==> src/rtl/citadel_fpu_arb_pkg.sv <==
// Shared types for the citadel FPU two-port arbiter: FPU command record,
// owner identifier and the default response-owner FIFO depth.
package citadel_fpu_arb_pkg;

  typedef struct packed {
    logic [7:0]  opcode;
    logic        rf_we;
    logic [4:0]  rf_addr;
    logic [31:0] wdata;
  } citadel_fpu_cmd_req_struct;

  typedef logic citadel_arb_owner_t;

  localparam citadel_arb_owner_t OWNER_M0 = 1'b0;
  localparam citadel_arb_owner_t OWNER_M1 = 1'b1;

  localparam int CITADEL_ARB_TAG_DEPTH = 8;

endpackage

==> src/rtl/citadel_fpu_arb_tag_fifo.sv <==
// Response-owner FIFO: remembers which requester issued each command that
// expects a response, in issue order. Power-of-two depth, pointers wrap.
module citadel_tag_fifo
  import citadel_fpu_arb_pkg::*;
#(
  parameter int DEPTH = CITADEL_ARB_TAG_DEPTH
) (
  input  logic               clk_i,
  input  logic               rst_i,
  input  logic               push_i,
  input  citadel_arb_owner_t wdata_i,
  input  logic               pop_i,
  output citadel_arb_owner_t rdata_o,
  output logic               full_o,
  output logic               empty_o
);

  localparam int AW = $clog2(DEPTH);
  localparam int CW = AW + 1;

  citadel_arb_owner_t mem [DEPTH];
  logic [AW-1:0]      wr_ptr;
  logic [AW-1:0]      rd_ptr;
  logic [CW-1:0]      count;
  logic               do_push;
  logic               do_pop;

  assign full_o  = (count == CW'(DEPTH));
  assign empty_o = (count == '0);

  // Push is judged against occupancy before any same-cycle pop.
  assign do_push = push_i && !full_o;
  assign do_pop  = pop_i && !empty_o;

  always_ff @(posedge clk_i or posedge rst_i) begin
    if (rst_i) begin
      wr_ptr <= '0;
      rd_ptr <= '0;
      count  <= '0;
    end else begin
      if (do_push) wr_ptr <= wr_ptr + 1'b1;
      if (do_pop)  rd_ptr <= rd_ptr + 1'b1;
      case ({do_push, do_pop})
        2'b10:   count <= count + 1'b1;
        2'b01:   count <= count - 1'b1;
        default: count <= count;
      endcase
    end
  end

  always_ff @(posedge clk_i) begin
    if (do_push) mem[wr_ptr] <= wdata_i;
  end

  assign rdata_o = mem[rd_ptr];

endmodule

==> src/rtl/citadel_fpu_arb.sv <==
// Two-port round-robin arbiter in front of one citadel_fpu: single issue
// register toward the FPU, in-order routing of responses to their owner.
module citadel_fpu_arb
  import citadel_fpu_arb_pkg::*;
#(
  parameter int TAG_DEPTH = CITADEL_ARB_TAG_DEPTH
) (
  input  logic                      clk_i,
  input  logic                      rst_i,

  input  logic                      m0_req_i,
  input  citadel_fpu_cmd_req_struct m0_cmd_bi,
  input  logic                      m0_resp_exp_i,
  output logic                      m0_ack_o,
  output logic                      m0_resp_o,
  output logic [31:0]               m0_rdata_bo,

  input  logic                      m1_req_i,
  input  citadel_fpu_cmd_req_struct m1_cmd_bi,
  input  logic                      m1_resp_exp_i,
  output logic                      m1_ack_o,
  output logic                      m1_resp_o,
  output logic [31:0]               m1_rdata_bo,

  output logic                      fpu_req_o,
  output citadel_fpu_cmd_req_struct fpu_cmd_bo,
  input  logic                      fpu_ack_i,
  input  logic                      fpu_resp_i,
  input  logic [31:0]               fpu_rdata_bi,
  output logic                      fpu_resp_ack_o,

  output logic                      err_o
);

  // Handshake rule on every port pair: a transfer happens in a cycle where
  // req and ack are both high; the requesting side holds req and its
  // payload stable until that cycle.

  logic                      iss_valid;
  citadel_fpu_cmd_req_struct iss_cmd;
  citadel_arb_owner_t        rr_last;

  logic                      can_load;
  logic                      elig0;
  logic                      elig1;
  logic                      grant0;
  logic                      grant1;
  logic                      grant_any;
  citadel_arb_owner_t        grant_owner;
  citadel_fpu_cmd_req_struct grant_cmd;
  logic                      grant_resp_exp;

  logic                      tag_push;
  logic                      tag_pop;
  citadel_arb_owner_t        tag_head;
  logic                      tag_full;
  logic                      tag_empty;

  // The issue register may refill in the same cycle the FPU takes it.
  assign can_load = !iss_valid || fpu_ack_i;

  assign elig0 = !rst_i && m0_req_i && can_load && !(m0_resp_exp_i && tag_full);
  assign elig1 = !rst_i && m1_req_i && can_load && !(m1_resp_exp_i && tag_full);

  always_comb begin
    grant0 = 1'b0;
    grant1 = 1'b0;
    if (elig0 && elig1) begin
      if (rr_last == OWNER_M1) grant0 = 1'b1;
      else                     grant1 = 1'b1;
    end else begin
      grant0 = elig0;
      grant1 = elig1;
    end
  end

  assign grant_any      = grant0 || grant1;
  assign grant_owner    = grant1 ? OWNER_M1 : OWNER_M0;
  assign grant_cmd      = grant1 ? m1_cmd_bi : m0_cmd_bi;
  assign grant_resp_exp = grant1 ? m1_resp_exp_i : m0_resp_exp_i;

  assign m0_ack_o = grant0;
  assign m1_ack_o = grant1;

  always_ff @(posedge clk_i or posedge rst_i) begin
    if (rst_i) begin
      iss_valid <= 1'b0;
      iss_cmd   <= '0;
      rr_last   <= OWNER_M1;
    end else begin
      if (grant_any) begin
        iss_valid <= 1'b1;
        iss_cmd   <= grant_cmd;
        rr_last   <= grant_owner;
      end else if (fpu_ack_i) begin
        iss_valid <= 1'b0;
      end
    end
  end

  assign fpu_req_o  = iss_valid;
  assign fpu_cmd_bo = iss_cmd;

  // Owners are queued at grant time; the FPU answers in command order.
  assign tag_push = grant_any && grant_resp_exp;
  assign tag_pop  = fpu_resp_i && !tag_empty;

  citadel_tag_fifo #(
    .DEPTH (TAG_DEPTH)
  ) u_tag_fifo (
    .clk_i   (clk_i),
    .rst_i   (rst_i),
    .push_i  (tag_push),
    .wdata_i (grant_owner),
    .pop_i   (tag_pop),
    .rdata_o (tag_head),
    .full_o  (tag_full),
    .empty_o (tag_empty)
  );

  always_ff @(posedge clk_i or posedge rst_i) begin
    if (rst_i) begin
      m0_resp_o   <= 1'b0;
      m1_resp_o   <= 1'b0;
      m0_rdata_bo <= '0;
      m1_rdata_bo <= '0;
      err_o       <= 1'b0;
    end else begin
      m0_resp_o <= tag_pop && (tag_head == OWNER_M0);
      m1_resp_o <= tag_pop && (tag_head == OWNER_M1);
      if (tag_pop && (tag_head == OWNER_M0)) m0_rdata_bo <= fpu_rdata_bi;
      if (tag_pop && (tag_head == OWNER_M1)) m1_rdata_bo <= fpu_rdata_bi;
      // A response with no queued owner is dropped and flagged until reset.
      if (fpu_resp_i && tag_empty) err_o <= 1'b1;
    end
  end

  assign fpu_resp_ack_o = 1'b1;

endmodule

==> config.mk <==
export PLATFORM = sky130hd
export DESIGN_NAME = citadel_fpu_arb
export DESIGN_NICKNAME = d
export VERILOG_FILES = /design/src/rtl/citadel_fpu_arb_pkg.sv /design/src/rtl/citadel_fpu_arb_tag_fifo.sv /design/src/rtl/citadel_fpu_arb.sv
export SDC_FILE = /design/constraint.sdc
export NUM_CORES = 1
export LEC_CHECK = 0
export ABC_AREA = 1
export CAP_MARGIN = 15
export CORE_MARGIN = 4
export CORE_UTILIZATION = 48
export CTS_BUF_LIST = sky130_fd_sc_hd__clkbuf_8
export DETAILED_ROUTE_END_ITERATION = 8
export PLACE_DENSITY = 0.89
export SYNTH_ARGS = -nofsm -noshare
export SYNTH_HDL_FRONTEND = slang
export SYNTH_SLANG_ARGS = --single-unit
==> constraint.sdc <==
create_clock -name clk_i -period 14.7 [get_ports clk_i]
set_input_delay 2.94 -clock clk_i [delete_from_list [all_inputs] [get_ports clk_i]]
set_output_delay 2.94 -clock clk_i [all_outputs]
set_load 0.05 [all_outputs]
-- Word-level counts from Yosys, hierarchy flattened
Memories as Yosys holds them, arrays and structs flattened.
Index checks and enable logic that the tools add are counted.
- add/subtract/negate cells: 4
- equality and inequality tests: 3
- multiplexer cells: 12
- bitwise gates (word level): 1
- reduce and logical (&&, ||, !) cells: 27
- operators with widths (operator ; count):
    46-bit two-way mux ; 1
    1-bit logical AND ; 16
    1-bit two-way mux ; 10
    4-bit one-hot mux with 2 select lines ; 1
    3-bit by 1-bit adder with 3-bit output, second input constant ; 2
    1-bit zero test ; 6
    4-bit by 1-bit adder with 4-bit output, second input constant ; 1
    4-bit == test, second input constant ; 1
    4-bit zero test ; 1
    2-bit nonzero test ; 2
    4-bit by 1-bit subtractor with 4-bit output, second input constant ; 1
    2-bit by 1-bit == test with 1-bit output, second input constant ; 1
    2-bit == test, second input constant ; 1
    1-bit logical OR ; 2
    1-bit inverter ; 1
- register bits: 125
- RAM bits: 8
- bits of input ports: 132
- output and inout port bits: 117
- word-level logic and storage cells: 62
- memories: 1
- memories (name ; depth ; width ; read ports ; clocked after memory_dff ; write ports ; line ; text):
    u_tag_fifo.mem ; 8 ; 1 ; 1 ; 0 ; 1 ; citadel_fpu_arb_tag_fifo.sv:21 ; citadel_arb_owner_t mem [DEPTH];

-- Logic depth before layout (Yosys ltp)
- depth after elaboration: 11
- mapped depth: 17

-- Modules after synthesis
Synthesis repeated with hierarchy kept, for this count alone.
- cell total of the unflattened synthesis: 747
- area total of the unflattened synthesis: 6199.7 µm²
- by module, submodules not included (module ; instances ; cells an instance ; area each (µm²) ; seq. area each (µm²)):
    citadel_fpu_arb ; 1 ; 630 ; 5200.0 ; 2879.0
    citadel_tag_fifo ; 1 ; 117 ; 999.7 ; 490.5

-- Worst setup path after synthesis
OpenSTA, ideal clock, no wires.
- path kind: input to output
- from: input port rst_i
- to: output port m0_ack_o
- arrival time: 6.802 ns
- required time: 11.760 ns
- slack: 4.958 ns
- stages on the path: 9
- path through: inv_1 nand2_1 nor2_1 nand2_1 inv_1 buf_2 buf_2 o21ai_0 inv_1
- longest elaborated chain between the ends: 6
- RTL lines (element ; line ; text):
    start, declared ; citadel_fpu_arb.sv:9 ; input logic rst_i,
    1-bit zero test (no source line) * ; - ;
    1-bit logical AND (on tied branches) (3 in series) ; citadel_fpu_arb.sv:62, citadel_fpu_arb.sv:63 ;
    1-bit logical AND ; citadel_fpu_arb.sv:68 ; if (elig0 && elig1) begin
    1-bit two-way mux * ; citadel_fpu_arb.sv:68 ;
    end, declared ; citadel_fpu_arb.sv:14 ; output logic m0_ack_o,
Mark *: on every way between the ends. The rest lies on a longest branch, timed or not.

-- Final worst setup path
- from: input port rst_i
- to: output port m1_ack_o
- longest elaborated chain between the ends: 6
- RTL lines (element ; line ; text):
    1-bit zero test (no source line) * ; - ;
    1-bit logical AND (on tied branches) (3 in series) ; citadel_fpu_arb.sv:62, citadel_fpu_arb.sv:63 ;
    1-bit logical AND ; citadel_fpu_arb.sv:68 ;
    1-bit two-way mux * ; citadel_fpu_arb.sv:68 ;
    end, declared ; citadel_fpu_arb.sv:21 ; output logic m1_ack_o,
Marked as above.

==> out/results.txt <==
Final hold violation count -> 0
Fraction of layout cells with a size suffix above 1 -> 5.45%
Critical Path RT -> 11.76 ns
Crit Path Max Fanout -> 55
Hold Startpoint -> m1_rdata_bo[16]
Synth warn -> 0
Cell Area, Synth -> 5910 um2
Max-Cap Viols -> 0
RSZ-0062 raised after global routing -> false
Crit path launch type -> primary input
Count leader, synth -> nand2_1
Placer Congestion -> 0.867
Hold buffers post-CTS -> 0
Io pins -> 249
Iter 0 DRT Violations -> 669
Avg Cell Area, Syn -> 8.73 um2
DP Area -> 8370 um2
Final min period -> 9.56 ns
Total track usage -> 24.7%
DRC errors left -> 0
Maximum clock frequency -> 0.105 GHz
Syn_nets -> 814
Crit path cell chain -> clkdlybuf4s50_1 -> inv_4 -> nand2_1 -> nor2_1 -> nand2_1 -> inv_1 -> nand2_2 -> inv_2 -> clkdlybuf4s50_1
Class of the worst hold path -> flip-flop to flip-flop
Post-Synthesis Cells -> 677
CP endpoint kind -> output pin
Met2 Use GR -> 41.7%
Sequential area share after synthesis -> 57.0%
ANT cells -> 0
Final wirelength -> 17.5 mm
EDFF count, synth -> 8
Starting Density -> 49.2%
R2R Path Start -> u_tag_fifo.count[0]
Seq cells post-synth -> 133
Vias per inst -> 5.29
Vias in the first global route -> 5,643
Vias -> 5,627
Largest area contributor in the netlist -> dfrtp_1
Status -> completed
Synth unique cells -> 28
H-tree Lvls -> 4
Setup repair bufs after CTS -> 0
Yosys top cell area share -> 52.5%
Worst Reg-to-Reg Cells -> 14
Setup CP Type -> primary input to output pin
Post-synth top cells -> 251 x nand2_1, 142 x nand3_1, 124 x dfrtp_1
Synth top area cells -> dfrtp_1 52%, nand2_1 16%, nand3_1 12%, edfxtp_1 4.1%, nand4_1 3.5%
# fillers -> 891
Layout Utilization -> 72.9%
Finished layout cell area -> 8760 um2
Area grow syn2layout -> 48.1%
# port buffers -> 247
CTS tree -> done
Slew headroom -> 37.8%
Die height -> 119 um
Largest net degree at the start of global routing -> 71
GR peak layer -> met2
Routed WL per cell -> 16.4 um
WHS Endpoint -> m1_rdata_bo[16]
First-pass GRT wire length -> 28.3 mm
Hold depth -> 2
Worst Tran Pin Value -> 0.932 ns
Max Transition Viols Final -> 0
CTS Root Buffer Type -> clkbuf_8
Main synth FF type -> dfrtp_1
Skew final -> 0.0136 ns
Skew-Pair Late Insertion Delay -> 0.42 ns
CTS max path bufs -> 2
Reg2reg setup slack -> 11.41 ns
Die Width -> 119 um
Final cycle utilization of the critical path -> 65.0%
Resized cells post-CTS -> 0
WHS -> 0.472 ns
Clock sinks -> 133
ANT nets after route -> 0
Met1 usage -> 28.8%
Post-synth ARST share -> 94.0%
Clk slew on worst S/H paths -> 0.07 ns
DRT Pass-1 Iters -> 7
Peak supply drop -> 0.000101 V
P_leak -> 4.06 nW
Gr ovfl total -> 0
Nets -> 1,042
Worst EP arrival -> 6.62 ns
Initial antenna violation count -> 0
Row cnt -> 40
Critical path's slowest cell -> clkdlybuf4s50_1
Core area -> 12,000 um2
CTS buffer count -> 17
End of the worst register-to-register path -> u_tag_fifo.count[3]
CP max stage delay -> 0.96 ns
Die area -> 14,200 um2
Post-Route Setup TNS -> 0 ns
Endpoints failing setup -> 0
Pwr dens -> 232 nW/um2
DP HPWL -> 12.3 mm
M3 GR Usage -> 10.0%
-- flip-flops by register name (all words and copies together), names as in the netlist, 3 cells and up --
register           flops
u_tag_fifo.count       4
fpu_cmd_bo            46
u_tag_fifo.wr_ptr      3
u_tag_fifo.mem         8
u_tag_fifo.rd_ptr      3
m0_rdata_bo           32
m1_rdata_bo           32
-- placed cells by master (no fill, tap or decap), types with 3 or more instances in the layout --
cell and instances:
nand2_1 251, clkdlybuf4s50_1 247, nand3_1 142, dfrtp_1 124
nand4_1 33, nor2_1 20, clkbuf_8 19, inv_1 16
edfxtp_1 8, buf_4 7, o21ai_0 6, ha_1 5
clkinvlp_4 5, xor2_1 4, nand2_2 3, inv_2 3
xnor2_1 3, clkinv_2 3
-- cell type report --
| type | count | area, um2 | area share (%) |
|---|---|---|---|
| Inverter | 20 | 77.6 | 0.886 |
| Timing Repair Buffer | 254 | 2520 | 28.8 |
| Clock inverter | 12 | 130 | 1.49 |
| Multi-Input combinational cell | 479 | 2210 | 25.2 |
| Tap cell | 147 | 184 | 2.10 |
| Sequential cell | 133 | 3370 | 38.5 |
| Clock buffer | 19 | 262 | 2.99 |
-- metal layers --
metal,vias to the layer above,routed length [um]
li1,2685,-
met1,2642,6750
met2,273,8600
met3,27,1760
met4,0,354
met5,-,0
-- cell families after synthesis --
group | Yosys count | share of synthesized area (%)
AO/OA/AOI/OAI | 14 | 1.76
other | 1 | 0.0634
AND/OR/NAND/NOR | 452 | 33.5
XOR/XNOR | 7 | 1.04
flip-flops | 133 | 57.0
adder cells (fa/ha/maj) | 5 | 1.06
buffers and inverters | 65 | 5.65
-- worst max-delay path, delay by kind of cell --
family                 cells  cell delay, ns
and+or+nand+nor            4            0.84
buffers and inverters      5            2.79
-- metrics by stage --
| step | cells | setup slack, ns | total power (W) |
|---|---|---|---|
| 6_report | 1064 | 5.14 | 0.00203 |
| 5_1_grt | 1064 | 4.84 | 0.00215 |
| 4_1_cts | 1064 | 5.14 | 0.00205 |
| 3_5_place_dp | 1033 | 5.15 | 0.00174 |
| 3_3_place_gp | 1033 | 5.17 | 0.00172 |
| 2_1_floorplan | 677 | 4.96 | 0.00136 |
-- power by group --
| group | internal (W) | switching, W |
|---|---|---|
| Clock | 0.000158 | 0.000142 |
| Combinational | 0.000354 | 0.000773 |
| Sequential | 0.000511 | 0.0000914 |
| Total | 0.00102 | 0.00101 |
-- worst max-delay path by stage --
stage / from / end / slack [ns] / cells past startpoint
finish: rst_i / m1_ack_o / 5.14 / 9
global route: rst_i / m1_ack_o / 4.84 / 9
CTS: rst_i / m1_ack_o / 5.14 / 9
detailed placement: rst_i / m1_ack_o / 5.15 / 9
global placement: rst_i / m1_ack_o / 5.17 / 9
floorplan: rst_i / m0_ack_o / 4.96 / 9
Power figures use the tool's default switching activity.
